--- src/rtl/updown_code_counter.sv ---
`default_nettype none
// ============================================================================
// Module  : updown_code_counter
// Brief   : Up/down modulo counter with binary, Gray and one-hot outputs.
// Revision: 1.0
// ============================================================================
module updown_code_counter #(
  parameter int WIDTH   = 3,
  parameter int MODULUS = 8
) (
  input  logic               clk_i,
  input  logic               rst_ni,
  input  logic               en_i,
  input  logic               dir_i,
  input  logic               sat_i,
  input  logic               load_i,
  input  logic [WIDTH-1:0]   load_val_i,
  output logic [WIDTH-1:0]   bin_out_o,
  output logic [WIDTH-1:0]   gray_out_o,
  output logic [MODULUS-1:0] onehot_out_o,
  output logic               tc_o,
  output logic               wrap_o
);

  localparam logic [WIDTH-1:0] C_MAX_CNT = WIDTH'(MODULUS - 1);

  if (MODULUS < 2 || MODULUS > 2**WIDTH) begin : g_bad_modulus
    $error("updown_code_counter: MODULUS must satisfy 2 <= MODULUS <= 2**WIDTH");
  end

  logic [WIDTH-1:0] cnt_q, cnt_d;
  logic             wrap_q, wrap_d;
  logic [WIDTH-1:0] load_clamped;

  // A full-range modulus cannot receive an out-of-range load value.
  if (MODULUS == 2**WIDTH) begin : g_clamp_none
    assign load_clamped = load_val_i;
  end else begin : g_clamp
    assign load_clamped = (load_val_i > C_MAX_CNT) ? C_MAX_CNT : load_val_i;
  end

  always_comb begin
    cnt_d  = cnt_q;
    wrap_d = 1'b0;
    if (load_i) begin
      cnt_d = load_clamped;
    end else if (en_i) begin
      if (dir_i) begin
        if (cnt_q != C_MAX_CNT) begin
          cnt_d = cnt_q + WIDTH'(1);
        end else if (!sat_i) begin
          cnt_d  = '0;
          wrap_d = 1'b1;
        end
      end else begin
        if (cnt_q != '0) begin
          cnt_d = cnt_q - WIDTH'(1);
        end else if (!sat_i) begin
          cnt_d  = C_MAX_CNT;
          wrap_d = 1'b1;
        end
      end
    end
  end

  always_ff @(posedge clk_i or negedge rst_ni) begin
    if (!rst_ni) begin
      cnt_q  <= '0;
      wrap_q <= 1'b0;
    end else begin
      cnt_q  <= cnt_d;
      wrap_q <= wrap_d;
    end
  end

  always_comb begin
    onehot_out_o = '0;
    for (int i = 0; i < MODULUS; i++) begin
      onehot_out_o[i] = (cnt_q == WIDTH'(i));
    end
  end

  assign bin_out_o  = cnt_q;
  assign gray_out_o = cnt_q ^ (cnt_q >> 1);
  assign tc_o       = (dir_i && (cnt_q == C_MAX_CNT)) || (!dir_i && (cnt_q == '0));
  assign wrap_o     = wrap_q;

endmodule
`default_nettype wire

--- config.mk ---
export PLATFORM = sky130hd
export DESIGN_NAME = updown_code_counter
export DESIGN_NICKNAME = d
export VERILOG_FILES = /design/src/rtl/updown_code_counter.sv
export SDC_FILE = /design/constraint.sdc
export NUM_CORES = 1
export LEC_CHECK = 0
export CELL_PAD_IN_SITES_DETAIL_PLACEMENT = 2
export CELL_PAD_IN_SITES_GLOBAL_PLACEMENT = 2
export CORE_AREA = 5 5 55 57
export DETAILED_ROUTE_END_ITERATION = 8
export DIE_AREA = 0 0 60 62
export GPL_ROUTABILITY_DRIVEN = 0
export PLACE_DENSITY_LB_ADDON = 0.1
export SLEW_MARGIN = 20
export SYNTH_ARGS = -nofsm -noshare
export SYNTH_HDL_FRONTEND = slang
export SYNTH_SLANG_ARGS = --single-unit
--- constraint.sdc ---
create_clock -name clk_i -period 2.6 [get_ports clk_i]
set_clock_uncertainty 0.15 [all_clocks]
set_input_delay 0.78 -clock clk_i [delete_from_list [all_inputs] [get_ports clk_i]]
set_output_delay 0.78 -clock clk_i [all_outputs]
set_load 0.02 [all_outputs]
==> flow_summary.toml, run 1 <==
[route]
ant_nets = 0
wl_per_cell_um = 13.44
via_per_inst = 4.246
vias = 501
dr.pass1.iters = 2
drt_iter0_drc = 1
drc_errors = 0
routed_wl_mm = 1.586

[place]
post_dp_cell_area_um2 = 787.0
place_hpwl_mm = 1.367
pre_cts_slack_ns = -0.4464
placedCellCount = 115
port_buffers = 24

[logic_synthesis]
synthFlopType = "dfrtp_1"
synthesis.instances = 55
synth_top_area_cell = "dfrtp_1"
yosysTopAreaCellShare = 0.2151
ys.warnings.count = 0
synthSimpleGateAreaFrac = 0.2500
synth_common_cells = "ha_1, inv_1, a21oi_1"
synth_fa_ha_area_frac = 0.1882
yosysSeqAreaShare = 0.2151
async_reset_ff_frac = 1.000
syn-cell-area_um2 = 465.4
ys_types = 26
muxShareOfSynthArea = 0.02151
synth_top_family_by_area = "simple AND/OR/NAND/NOR gates"
synth_area_per_cell_um2 = 8.463
syn-num-nets = 71
synth_edf_count = 0
synth_compound_area_frac = 0.1989
yosys_register_bits = 4
synth_xor_area_frac = 0.01882
synthTopCellsByArea = "dfrtp_1, ha_1, inv_1, a21oi_1, and2_2"

[pwr]
leakage_nw = 0.4249
power.density_nw_per_um2 = 447.8
p_total_mw = 0.3563
peakVddDrop_v = 0.0002513

[timing]
final_max_slew_viol_count = 0
relSlewSlack = 0.6752
setup_violations = 0
holdWs_ns = 0.5971
worst_pin_slew_ns = 0.4749
hold_viol = 0
rsz0062_at_grt = "false"
fin_crit_sh = 0.9776
post-route-min-period_ns = 2.542
setup_tns_ns = 0
fmax_ghz = 0.3934
setup_ws_ns = 0.05819

[floorplan]
die_area_um2 = 3720
core-area_um2 = 2432
ios = 25
die_x_um = 60
rows = 18
start_util = 0.1914
fp.dieH_um = 62

[grt]
antenna_found_initial = 0
grt_pass1_wl_mm = 2.691
grt_pass1_vias = 581
grt_overflow = 0
grt_usage = 0.09548
grt_max_degree = 10

[worst_setup_path]
end_kind = "output port"
cp_top_family = "buffers and inverters"
crit_cells = 4
path_buf_inv = 2
cp_cell_sequence = "clkdlybuf4s50_1, nand2_1, o21ai_1, buf_2"
critPathKind = "in -> out"
startpoint_type = "primary input"
critPathMaxFanout = 3
timing.critical_path.arrival_ns = 1.61
cpPeakStageDelay_ns = 0.50
worst_ep_required_time_ns = 1.67
ff2ff_path_depth = 7
slowest_stage = "clkdlybuf4s50_1"
regToRegSetupSlack_ns = 0.46

[clock_network]
cts.sinks = 4
cts_buffers = 3
ctsHoldBuffers = 0
postCtsSetupBuffers = 0
cts_tree = "done"
htreeDepth = 1
root_buffer = "clkbuf_4"
cts_buffer_depth = 2
worst_skew_pair.late_latency_ns = 0.23
clk_pin_slew_ns = 0.04

[flow_run]
drv_cap = 0

[cells_and_area]
area_growth_pct = 70.97
fin_nets = 106
diodes = 0
fin_area_um2 = 795.8
final_core_util = 0.3272
fillers = 292
drive_gt1_frac = 0.2159
instances_no_fill = 118

[min_path]
hold_class = "in -> async"

[outcome]
status = "finished, final reports clean"
-- path summary, 6_finish.rpt --
check	start	end
worst max-delay path	dir_i	tc_o
worst min-delay path	rst_ni	bin_out_o[1]
worst max register to register	bin_out_o[0]	bin_out_o[1]
worst min register to register	bin_out_o[1]	bin_out_o[1]
max in group asynchronous	rst_ni	bin_out_o[0]
min in group clk_i	bin_out_o[1]	bin_out_o[1]
-- timing repair --
action	in CTS	in global routing
setup endpoints to repair	10	1
resized for setup	15	1
hold endpoints to repair	0	0
-- state kept, by name, indices dropped and copies added, names as in the netlist --
name,flops
bin_out_o,3
wrap_o,1
-- report_power, final --
part	total, mW	leakage [nW]	switching, mW	internal (mW)
Combinational	0.204	0.363	0.107	0.0974
Clock	0.0745	0.0138	0.0230	0.0515
Sequential	0.0778	0.0478	0.00889	0.0690
-- placed cells by master (no fill, tap or decap), types with 2 or more instances in the layout --
master,n
clkbuf_4,3
a211oi_1,2
dfrtp_1,4
nand2b_1,2
buf_4,9
a21oi_1,5
inv_1,7
and2b_2,2
and2_2,3
clkdlybuf4s50_1,13
nor2_1,2
a2111oi_0,2
ha_1,7
nand2_1,3
dlygate4sd2_1,9
-- kinds of logic (layout without fill, tap and decap cells) --
family / Yosys count / in the layout
simple gates: 19 / 19
xor+xnor: 1 / 1
fa+ha+maj: 7 / 7
buf+inv: 10 / 43
compound gates: 13 / 13
mux: 1 / 1
flops: 4 / 4
-- layer usage --
layer / track usage / share of wire
met1: 0.1202 / 0.45
met2: 0.1682 / 0.51
met3: 0.008264 / 0.034
met4: 0.03797 / 0
met5: 0 / 0
-- final cells by class --
class	count	area, µm²	area share
clock buffer	3	22.52	0.02830
inverter	7	26.28	0.03302
multi-input combinational	41	315.3	0.3962
sequential	4	100.1	0.1258
tap	30	37.54	0.04717
timing repair buffer	33	294.0	0.3695
-- worst register-to-register path, cell delays in order, from the launching register on --
cell       delay (ns)
dfrtp_1          0.42
ha_1             0.25
ha_1             0.20
buf_4            0.15
nand3_1          0.08
o311ai_2         0.15
a2111oi_0        0.53
a21oi_1          0.08
Power figures use the tool's default switching activity.
==> run 2: changes to the inputs <==
--- a/config.mk
+++ b/config.mk
@@ -5,11 +5,12 @@
 export SDC_FILE = /design/constraint.sdc
 export NUM_CORES = 1
 export LEC_CHECK = 0
+export CAP_MARGIN = 20
 export CELL_PAD_IN_SITES_DETAIL_PLACEMENT = 2
 export CELL_PAD_IN_SITES_GLOBAL_PLACEMENT = 2
-export CORE_AREA = 5 5 55 57
+export CORE_AREA = 5 5 57 59
 export DETAILED_ROUTE_END_ITERATION = 8
-export DIE_AREA = 0 0 60 62
+export DIE_AREA = 0 0 62 64
 export GPL_ROUTABILITY_DRIVEN = 0
 export PLACE_DENSITY_LB_ADDON = 0.1
 export SLEW_MARGIN = 20
==> constraint.sdc (replaced) <==
create_clock -name clk_i -period 2.1 [get_ports clk_i]
set_clock_uncertainty 0.15 [all_clocks]
set_input_delay 0.63 -clock clk_i [delete_from_list [all_inputs] [get_ports clk_i]]
set_output_delay 0.63 -clock clk_i [all_outputs]
set_load 0.02 [all_outputs]
==> run 2 against run 1 <==
Net effect:
- final cell count is 8.5% higher
- combinational power rose by 55%
- sequential share of layout area is 1.5 points lower
- worst hold slack worse by 0.15 ns
- critical path depth is 1 higher
- register-to-register slack lost 0.36 ns
- utilization up 2.6 points
- non-clock buffer count grew 9
- largest cell class unchanged
- highest routed layer unchanged
==> flow_summary.toml, run 2 (synthesis results as in run 1) <==
[floorplan]
ios = 25
core-area_um2 = 2663
fp.dieH_um = 64
rows = 19
die_x_um = 62
die_area_um2 = 3968
start_util = 0.1748

[worst_setup_path]
cpPeakStageDelay_ns = 0.44
path_buf_inv = 2
cp_top_family = "flip-flops"
startpoint_type = "register"
slowest_stage = "dfrtp_2"
critPathKind = "reg -> out"
worst_ep_required_time_ns = 1.32
end_kind = "output port"
critPathMaxFanout = 4
cp_cell_sequence = "inv_2, ha_4, nand2b_1, o21ai_2, buf_4"
timing.critical_path.arrival_ns = 1.30

[timing]
rsz0062_at_grt = "true"
final_max_slew_viol_count = 0
post-route-min-period_ns = 2.084
setup_violations = 0
fin_crit_sh = 0.9926
worst_pin_slew_ns = 0.4076
hold_viol = 0
holdWs_ns = 0.4506
setup_ws_ns = 0.01563
relSlewSlack = 0.7276
fmax_ghz = 0.4798

[clock_network]
htreeDepth = 1
cts_tree = "done"
cts_buffers = 3
root_buffer = "clkbuf_4"
cts.sinks = 4
clk_pin_slew_ns = 0.04
cts_buffer_depth = 2
worst_skew_pair.late_latency_ns = 0.23

[cells_and_area]
final_common_cell = "buf_4"
area_growth_pct = 101.9
fin_area_um2 = 939.7
diodes = 0
drive_gt1_frac = 0.5052
final_cell_mix = "buf_4, clkdlybuf4s50_1, buf_6"
largest_reg_flops = 3
fin_nets = 115
multi_input_area_um2 = 386.6
register_area_um2 = 103.9
fillers = 317

[outcome]
status = "finished, final reports clean"

[pwr]
leakage_nw = 0.4459
peakVddDrop_v = 0.0003169
power.density_nw_per_um2 = 542.0

[route]
routed_wl_mm = 1.659
vias = 549
via_per_inst = 4.289
dr.pass1.iters = 2
drc_errors = 0
wl_per_cell_um = 12.96
ant_nets = 0
drt_iter0_drc = 11

[grt]
grt_overflow = 0
grt_max_degree = 10
grt_usage = 0.09034
antenna_found_initial = 0
grt_pass1_wl_mm = 2.787
grt_pass1_vias = 592

[place]
port_buffers = 24
place_hpwl_mm = 1.417
pre_cts_slack_ns = -0.6377
post_dp_cell_area_um2 = 850.8

[min_path]
hold_class = "in -> async"

[flow_run]
drv_cap = 0
run 2: power breakdown:
part	switching [mW]	total [mW]	internal, mW	leakage [nW]
registers	0.0143	0.101	0.0869	0.0451
clock network	0.0287	0.0924	0.0637	0.0138
logic	0.153	0.316	0.163	0.387
total	0.196	0.509	0.314	0.446
run 2: final cells by class:
cell class	instances	share of cell area
multi-input cells	41	0.4115
clock buffers	3	0.02397
well taps	31	0.04128
flip-flops and latches	4	0.1105
repair buffers	42	0.3848
inverters	7	0.02796
run 2: per-layer routing:
layer / track usage / vias to the layer above / wire, µm
li1: - / 271 / -
met1: 0.1217 / 268 / 702
met2: 0.1516 / 10 / 906
met3: 0.006036 / 0 / 49
met4: 0.02387 / 0 / 0
met5: 0 / - / 0
run 2: what timing repair did:
action / in CTS / in global routing
pin swaps: 3 / 1
hold buffers: 0 / 0
gates cloned: 0 / 0
setup buffers: 0 / 1
resized for setup: 72 / 10
setup endpoints to repair: 17 / 13
run 2: final timing paths:
path / startpoint / slack, ns / cells past startpoint / to
min reg2reg: bin_out_o[1] / 0.53 / 2 / bin_out_o[1]
max reg2reg: bin_out_o[0] / 0.10 / 7 / bin_out_o[1]
max in group asynchronous: rst_ni / 1.17 / 1 / bin_out_o[2]
min: rst_ni / 0.45 / 1 / bin_out_o[0]
max: bin_out_o[1] / 0.02 / 5 / tc_o
min in group clk_i: bin_out_o[1] / 0.53 / 2 / bin_out_o[1]
run 2: stage by stage:
step	power, mW	instances	setup TNS, ns	utilization
CTS	0.5193	127	-0.07777	0.3492
global placement	0.3979	124	-2.626	0.3195
floorplan	0.2392	55	0	-
detailed placement	0.4047	124	-2.821	0.3195
finish	0.5093	128	0	0.3529
global route	0.5550	128	-0.1375	0.3529
==> run 3: changes to the inputs <==
--- a/config.mk
+++ b/config.mk
@@ -9,6 +9,7 @@
 export CELL_PAD_IN_SITES_DETAIL_PLACEMENT = 2
 export CELL_PAD_IN_SITES_GLOBAL_PLACEMENT = 2
 export CORE_AREA = 5 5 57 59
+export CTS_CLUSTER_SIZE = 20
 export DETAILED_ROUTE_END_ITERATION = 8
 export DIE_AREA = 0 0 62 64
 export GPL_ROUTABILITY_DRIVEN = 0
==> results of run 3 <==
The final DEF is identical to that of run 2; final timing and power are the same.
